===== config.mk =====
export PLATFORM = sky130hd
export DESIGN_NAME = detect_seq_ctrl_flat
export DESIGN_NICKNAME = d
export VERILOG_FILES = /design/src/rtl/detect_seq_ctrl_pkg.sv /design/src/rtl/detect_seq_ctrl_if.sv /design/src/rtl/detect_seq_ctrl_sat_counter.sv /design/src/rtl/detect_seq_ctrl.sv /design/src/flat_wrapper.sv
export SDC_FILE = /design/constraint.sdc
export NUM_CORES = 1
export LEC_CHECK = 0
export CORE_MARGIN = 4
export CORE_UTILIZATION = 30
export DETAILED_ROUTE_END_ITERATION = 12
export SLEW_MARGIN = 20
export SYNTH_ARGS = -nofsm -noshare
export SYNTH_HDL_FRONTEND = slang
export SYNTH_SLANG_ARGS = --single-unit

===== constraint.sdc =====
create_clock -name clk -period 2.7 [get_ports clk]
set_input_delay 0.405 -clock clk [delete_from_list [all_inputs] [get_ports clk]]
set_output_delay 0.405 -clock clk [all_outputs]
set_load 0.02 [all_outputs]

===== src/rtl/detect_seq_ctrl_pkg.sv =====
// Shared definitions for the 10010 detector-pair sequencer: state encoding and
// default widths.
package detect_pkg;

  localparam int WORD_W = 16;
  localparam int LEN_W  = 5;
  localparam int CNT_W  = 8;

  typedef enum logic [2:0] {
    IDLE  = 3'd0,
    CLEAR = 3'd1,
    SHIFT = 3'd2,
    DRAIN = 3'd3,
    DONE  = 3'd4
  } state_t;

endpackage


===== src/rtl/detect_seq_ctrl_if.sv =====
// Control/result bus between the test-control register block (master) and the
// sequencer (slave).
interface detect_seq_ctrl_if #(
  parameter int WORD_W = detect_pkg::WORD_W,
  parameter int LEN_W  = detect_pkg::LEN_W,
  parameter int CNT_W  = detect_pkg::CNT_W
);

  logic              start;
  logic [WORD_W-1:0] word_in;
  logic [LEN_W-1:0]  len;
  logic              busy;
  logic              done;
  logic [CNT_W-1:0]  hit_cnt;
  logic [CNT_W-1:0]  mis_cnt;
  logic              mismatch;

  modport master (
    output start, word_in, len,
    input  busy, done, hit_cnt, mis_cnt, mismatch
  );

  modport slave (
    input  start, word_in, len,
    output busy, done, hit_cnt, mis_cnt, mismatch
  );

endinterface


===== src/rtl/detect_seq_ctrl_sat_counter.sv =====
// Up-counter with synchronous clear that sticks at all-ones instead of wrapping.
module sat_counter #(
  parameter int W = 8
) (
  input  logic         clk,
  input  logic         rst,
  input  logic         clr,
  input  logic         inc,
  output logic [W-1:0] cnt
);

  // NOTE: registers use non-blocking (<=) so every flop samples pre-edge values.
  always_ff @(posedge clk or negedge rst) begin
    if (!rst) begin
      cnt <= '0;
    end else if (clr) begin
      cnt <= '0;
    end else if (inc && (cnt != '1)) begin
      cnt <= cnt + W'(1);
    end
  end

endmodule


===== src/rtl/detect_seq_ctrl.sv =====
// Feeds one serial stream into a Moore/Mealy 10010 detector pair, aligns the
// Mealy output to the Moore output and counts hits and disagreements.
module detect_seq_ctrl #(
  parameter int WORD_W = detect_pkg::WORD_W,
  parameter int LEN_W  = detect_pkg::LEN_W,
  parameter int CNT_W  = detect_pkg::CNT_W
) (
  input  logic                  clk,
  input  logic                  rst,
  detect_seq_ctrl_if.slave      bus,
  input  logic                  det_moore,
  input  logic                  det_mealy,
  output logic                  j,
  output logic                  det_clr
);

  import detect_pkg::state_t;
  import detect_pkg::IDLE;
  import detect_pkg::CLEAR;
  import detect_pkg::SHIFT;
  import detect_pkg::DRAIN;
  import detect_pkg::DONE;

  state_t            state;
  logic [WORD_W-1:0] word_q;
  logic [LEN_W-1:0]  rem;
  logic [LEN_W-1:0]  len_c;
  logic              busy_q;
  logic              done_q;
  logic              accept;
  logic              mealy_q;
  logic              cmp_en;
  logic              mismatch_q;
  logic              hit_inc;
  logic              mis_inc;
  logic [CNT_W-1:0]  hit_cnt;
  logic [CNT_W-1:0]  mis_cnt;

  assign len_c  = (bus.len > LEN_W'(WORD_W)) ? LEN_W'(WORD_W) : bus.len;
  assign accept = (state == IDLE) && bus.start;

  // The word is left-justified at latch time so the next bit is always the MSB.
  always_ff @(posedge clk or negedge rst) begin
    if (!rst) begin
      state   <= IDLE;
      word_q  <= '0;
      rem     <= '0;
      j       <= 1'b0;
      det_clr <= 1'b0;
      busy_q  <= 1'b0;
      done_q  <= 1'b0;
    end else begin
      case (state)
        IDLE: begin
          if (accept) begin
            word_q  <= bus.word_in << (LEN_W'(WORD_W) - len_c);
            rem     <= len_c;
            j       <= 1'b0;
            det_clr <= 1'b1;
            busy_q  <= 1'b1;
            state   <= CLEAR;
          end
        end
        CLEAR: begin
          det_clr <= 1'b0;
          if (rem == '0) begin
            busy_q <= 1'b0;
            done_q <= 1'b1;
            state  <= DONE;
          end else begin
            j      <= word_q[WORD_W-1];
            word_q <= word_q << 1;
            rem    <= rem - LEN_W'(1);
            state  <= SHIFT;
          end
        end
        SHIFT: begin
          if (rem == '0) begin
            j     <= 1'b0;
            state <= DRAIN;
          end else begin
            j      <= word_q[WORD_W-1];
            word_q <= word_q << 1;
            rem    <= rem - LEN_W'(1);
          end
        end
        DRAIN: begin
          busy_q <= 1'b0;
          done_q <= 1'b1;
          state  <= DONE;
        end
        DONE: begin
          done_q <= 1'b0;
          state  <= IDLE;
        end
        default: state <= IDLE;
      endcase
    end
  end

  // Moore lags Mealy by one cycle; delaying Mealy lines the two up for comparison.
  always_ff @(posedge clk or negedge rst) begin
    if (!rst) begin
      mealy_q    <= 1'b0;
      cmp_en     <= 1'b0;
      mismatch_q <= 1'b0;
    end else begin
      mealy_q <= (state == SHIFT) && det_mealy;
      cmp_en  <= (state == SHIFT);
      if (accept) begin
        mismatch_q <= 1'b0;
      end else if (mis_inc) begin
        mismatch_q <= 1'b1;
      end
    end
  end

  assign hit_inc = cmp_en && det_moore;
  assign mis_inc = cmp_en && (det_moore != mealy_q);

  sat_counter #(.W(CNT_W)) u_hit_cnt (
    .clk (clk),
    .rst (rst),
    .clr (accept),
    .inc (hit_inc),
    .cnt (hit_cnt)
  );

  sat_counter #(.W(CNT_W)) u_mis_cnt (
    .clk (clk),
    .rst (rst),
    .clr (accept),
    .inc (mis_inc),
    .cnt (mis_cnt)
  );

  assign bus.busy     = busy_q;
  assign bus.done     = done_q;
  assign bus.hit_cnt  = hit_cnt;
  assign bus.mis_cnt  = mis_cnt;
  assign bus.mismatch = mismatch_q;

endmodule


===== src/flat_wrapper.sv =====
// flat-port wrapper written by rule: the top's interface ports become plain ports
module detect_seq_ctrl_flat import detect_pkg::state_t; import detect_pkg::IDLE; import detect_pkg::CLEAR; import detect_pkg::SHIFT; import detect_pkg::DRAIN; import detect_pkg::DONE;
#(
  parameter int WORD_W = detect_pkg::WORD_W,
  parameter int LEN_W  = detect_pkg::LEN_W,
  parameter int CNT_W  = detect_pkg::CNT_W
)
  (clk, rst, det_moore, det_mealy, j, det_clr, bus_start, bus_word_in, bus_len, bus_busy, bus_done, bus_hit_cnt, bus_mis_cnt, bus_mismatch);
  detect_seq_ctrl_if #(.WORD_W(WORD_W), .LEN_W(LEN_W), .CNT_W(CNT_W)) bus_i ();
  input  logic clk;
  input  logic rst;
  input  logic det_moore;
  input  logic det_mealy;
  output logic j;
  output logic det_clr;
  input wire logic [$bits(bus_i.start)-1:0] bus_start;
  input wire logic [$bits(bus_i.word_in)-1:0] bus_word_in;
  input wire logic [$bits(bus_i.len)-1:0] bus_len;
  output wire logic [$bits(bus_i.busy)-1:0] bus_busy;
  output wire logic [$bits(bus_i.done)-1:0] bus_done;
  output wire logic [$bits(bus_i.hit_cnt)-1:0] bus_hit_cnt;
  output wire logic [$bits(bus_i.mis_cnt)-1:0] bus_mis_cnt;
  output wire logic [$bits(bus_i.mismatch)-1:0] bus_mismatch;
  assign bus_i.start = bus_start;
  assign bus_i.word_in = bus_word_in;
  assign bus_i.len = bus_len;
  assign bus_busy = bus_i.busy;
  assign bus_done = bus_i.done;
  assign bus_hit_cnt = bus_i.hit_cnt;
  assign bus_mis_cnt = bus_i.mis_cnt;
  assign bus_mismatch = bus_i.mismatch;
  detect_seq_ctrl #(.WORD_W(WORD_W), .LEN_W(LEN_W), .CNT_W(CNT_W)) u_core (.clk(clk), .rst(rst), .bus(bus_i), .det_moore(det_moore), .det_mealy(det_mealy), .j(j), .det_clr(det_clr));
endmodule

-- Word-level counts from Yosys, hierarchy flattened
Index checks and enable logic that the tools add are counted.
- register bits after elaboration: 47
- logic and storage cells: 80
- input bits: 26
- output and inout bits: 21
- multiplexer cells: 27
- add/subtract/negate cells: 4
- equality and inequality tests: 12
- magnitude comparators: 1
- reductions and logical operators: 23
- shift operators: 1
- operators with widths (operator ; count):
    $mux 16 ; 2
    $mux 8 ; 4
    $pmux 16 s2 ; 1
    $add 8x1->8 const B ; 2
    $ne 8x8->1 const B ; 2
    $shl 16x5->16 ; 1
    $mux 5 ; 3
    $pmux 3 s4 ; 1
    $pmux 5 s2 ; 1
    $reduce_bool 2->1 ; 5
    $mux 3 ; 3
    $pmux 1 s3 ; 3
    $reduce_and 3->1 ; 3
    $reduce_bool 3->1 ; 3
    $mux 1 ; 8
    $eq 3x2->1 const B ; 2
    $logic_and 1x1->1 ; 6
    $ne 2x1->1 const B ; 3
    $reduce_and 2->1 ; 3
    $gt 5x5->1 const B ; 1
    $logic_not 5->1 ; 1
    $sub 5x1->5 const B ; 1
    $sub 5x5->5 const A ; 1
    $ne 2x2->1 const B ; 2
    6 further kinds ; 6

-- Logic depth before layout (Yosys ltp)
- depth in word-level cells: 6
- depth in mapped cells: 12
- depth with buffers taken out: 8

-- By module
Synthesis repeated with hierarchy kept, for this count alone.
- cells, all modules: 358
- area total of the unflattened synthesis: 3306.9 sq um
- modules (own cells, without submodules) (module ; sequential area each (sq um) ; cells an instance ; times used ; area each (sq um)):
    detect_seq_ctrl ; 775.7 ; 260 ; 1 ; 2378.5
    sat_counter ; 200.2 ; 49 ; 2 ; 464.2

-- Worst setup path before layout
OpenSTA, ideal clock, no wires.
- path kind: input -> register
- from: in bus_len[0]
- to: reg u_core.word_q[13]
- arrival time: 2503 ps
- path slack: 71 ps
- setup time: 126 ps
- stages: 11
- buffers on the path: 3
- cell sequence: buf_6 > and2b_1 > inv_1 > buf_2 > ha_1 > buf_2 > or4b_1 > o221a_2 > nand2_1 > nor2_1 > o32a_1
- longest elaborated chain between the ends: 6
- RTL lines (what ; line ; source):
    from (decl) ; flat_wrapper.sv:18 ; input wire logic [$bits(bus_i.len)-1:0] bus_len;
    $gt 5x5->1 ; detect_seq_ctrl.sv:39 ; assign len_c = (bus.len > LEN_W'(WORD_W)) ? LEN_W'(WORD_W) : bus.len;
    $mux 5 (*) ; detect_seq_ctrl.sv:39 ;
    $sub 5x5->5 (*) ; detect_seq_ctrl.sv:56 ; word_q <= bus.word_in << (LEN_W'(WORD_W) - len_c);
    $shl 16x5->16 (*) ; detect_seq_ctrl.sv:56 ;
    $mux 16 (*) ; detect_seq_ctrl.sv:55 ; if (accept) begin
    $pmux 16 s2 (*) ; detect_seq_ctrl.sv:53 ; case (state)
    to (signal assigned) ; detect_seq_ctrl.sv:56 ;
    to (signal assigned) ; detect_seq_ctrl.sv:72 ; word_q <= word_q << 1;
    to (signal assigned) ; detect_seq_ctrl.sv:83 ; word_q <= word_q << 1;
    to (decl) ; detect_seq_ctrl.sv:25 ; logic [WORD_W-1:0] word_q;
Mark *: on every way between the ends. The rest lies on a longest branch, timed or not. The select of a mux whose other input is x is not followed.
A chain may end at the register's enable or synchronous reset.

-- Worst setup path in the final report
- from: in bus_len[4]
- to: reg u_core.word_q[14]
Same word-level chain as after synthesis.

==> results.yml <==
outcome:
  status: "complete, no violations"
sta:
  slew_violations: 0
  finalCritPeriodShare_pct: 93.4
  rsz0062_at_grt: "no"
  clock.fmax_mhz: 396
  finalClockSkew_ps: 9.25
  setup_violations: 0
  slew_headroom_pct: 45.0
  finalHoldViolCount: 0
  tightest_slew_ps: 825
  period_minus_slack_ps: 2520
power:
  p_leak_nw: 1.79
  ir_drop_uv: 356
  power_density_mw_per_mm2: 935
  power.total_mw: 3.90
drt:
  vias_per_cell: 5.33
  wl_per_cell_um: 16.0
  vias: 2971
  drcViolationCount: 0
  drtAntennaViolNets: 0
  wl_met2_mm: 3.92
  met1Wirelength_mm: 4.20
  routed_wl_mm: 8.92
  dr.pass1.iters: 4
  drtIter0Drc: 251
  highest_layer: "met4"
  met3_wirelength_um: 607
synth:
  syn_inst: 351
  muxShareOfSynthArea_pct: 13.3
  ys_ff_latch: 47
  synth-compound-area-share_pct: 18.6
  netlist_area_mm2: 0.00325
  ys_async_sr_fraction_pct: 100
  syn_nets: 382
  seq_area_frac_synth_pct: 36.2
  synthTopCellsByArea: "dfrtp_1 36%, mux2i_1 10%, nand2_1 4.5%"
  synth-simple-area-share_pct: 20.1
  synth_xor_area_share_pct: 5.12
  synth_edf_count: 0
  synth_adder_area_share_pct: 1.92
  yosysUniqueCellTypes: 65
  synth.top_cell.area_share_pct: 36.2
  synth_ff_type: "dfrtp_1"
  synth_top_family_by_area: "simple AND/OR/NAND/NOR gates"
  yosysWarnings: 0
  avgSynthCellArea_um2: 9.26
  synth_largest_area_cell: "dfrtp_1"
clock_tree:
  cts_made_buffers: 5
  postCtsSetupRepairBufs: 0
  cts_resized: 0
  cts_max_level: 2
  cts_tree: "done"
  holdBufCountCts: 0
  clk_pin_slew_worst_paths_ps: 90
  insertion_delay_ps: 300
  cts_sinks: 47
  cts_buffer_depth: 2
  clock-root-buffer: "clkbuf_8"
floorplan:
  num_rows: 37
  ios: 47
  core_area_mm2: 0.0105
  initial_utilization_pct: 31.1
  dieWidth_um: 112
  die_y_um: 112
  dieArea_mm2: 0.0126
critical_path:
  crit_path_start_kind: "input pin"
  cp_num_buf_inv: 3
  r2r_cells: 8
  cpMaxStageDelayCell: "clkdlybuf4s50_1"
  crit_path_frequent_cell: "mux2i_1"
  crit_chain: "clkdlybuf4s50_1 -> and2b_1 -> inv_1 -> ha_2 -> buf_4 -> mux2i_1 -> mux2i_1 -> mux2i_1 -> o32ai_1 -> a31o_1"
  worstSetupPathType: "input pin to flip-flop"
  rrSetupSlack_ps: 310
  cpPeakStageDelay_ps: 450
  r2r-end: "u_core.word_q[10]"
  path_max_fanout: 8
  endpoint_kind: "flip-flop"
  cp_data_arrival_time_ps: 2720
  cp.required_ps: 2900
  timing.rr.start: "u_core.rem[0]"
  cpLargestDelayFamily: "multiplexers"
  cp_num_cells: 10
placed_design:
  hpwl_mm: 6.77
  port-buffer-count: 46
  gp_congestion: 0.900
global_route:
  grt_pass1_vias: 2973
  grt_first_pass_wirelength_mm: 15.1
  grt_max_degree: 29
  grt-ovfl-total: 0
  grt_use_total_pct: 14.4
  antenna_found_initial: 0
flow_run:
  drv_cap: 0
cells_and_area:
  fin_nets: 451
  final_common_cell: "dfrtp_1"
  fillCellCount: 1081
  drive_gt1_share_pct: 16.4
  layout_common_cells: "47 x dfrtp_1, 45 x clkdlybuf4s50_1, 39 x nand2_1"
  syn_to_final_growth_pct: 28.4
  antenna_cells: 0
  finish.utilization_pct: 39.9
hold_path:
  hold_class: "input pin to async pin"
worst max path at each step:
stage	to	start
4_1_cts	u_core.word_q[14]	bus_len[4]
2_1_floorplan	u_core.word_q[13]	bus_len[0]
3_5_place_dp	u_core.word_q[14]	bus_len[4]
6_report	u_core.word_q[14]	bus_len[4]
5_1_grt	u_core.word_q[14]	bus_len[4]
3_3_place_gp	u_core.word_q[14]	bus_len[4]
layer usage:
layer,vias up,global-route usage (%)
met5,-,0
met4,0,4.81
met3,17,2.91
met2,115,22.6
li1,1419,-
met1,1420,19.8
synthesized netlist by cell type (all sizes together), types with 3 or more instances:
master,count
a31oi,5
a21oi,22
nand2,39
xor2,11
o221ai,3
nor2,42
mux4,4
o211ai,3
o21ai,16
dfrtp,47
nand4,6
nand3,8
xnor2,5
inv,9
and2,3
buf,19
ha,5
a221oi,5
o31ai,3
mux2i,33
nor3,8
o22ai,3
and3,8
per-stage QoR:
stage / setup WS (ps) / cell area (µm²) / hold slack [ps] / std cells / setup TNS [ps]
finish: 178 / 4180 / 53.3 / 557 / 0
global placement: -194 / 4030 / 389 / 549 / -1130
detailed placement: -217 / 4030 / 394 / 549 / -1590
global route: 2.70 / 4180 / 75.6 / 557 / 0
CTS: 125 / 4170 / 59.8 / 557 / 0
floorplan: 70.7 / 3250 / 109 / 351 / 0
power breakdown:
part	internal [mW]	total [mW]	switching (mW)
logic	0.922	2.10	1.17
registers	0.959	1.18	0.224
clock network	0.369	0.625	0.256
area by class of cell:
class                   count  area (µm²)  area share (%)
inverters                   9        33.8           0.809
well taps                 136         170            4.07
clock buffers               5        68.8            1.65
repair buffers             83         733            17.6
multi-input cells         274        1930            46.1
clock inverters             3        67.6            1.62
flip-flops and latches     47        1180            28.2
state kept, by name, indices dropped and copies added, names as in the netlist:
register / flops
u_core.mealy_q: 1
u_core.j: 1
u_core.bus.done: 1
u_core.state: 3
u_core.word_q: 16
u_core.det_clr: 1
u_core.bus.busy: 1
u_core.cmp_en: 1
u_core.bus.mismatch: 1
u_core.u_mis_cnt.cnt: 8
u_core.rem: 5
u_core.u_hit_cnt.cnt: 8
cells by family after synthesis:
| logic type | after synthesis |
|---|---|
| and+or+nand+nor | 129 |
| AOI/OAI and AO/OA | 86 |
| DFF | 47 |
| muxes | 38 |
| buffers and inverters | 30 |
| xor gates and xnor gates | 16 |
| adders and majority gates | 5 |
Note: power is estimated with default switching activity, not from simulation.
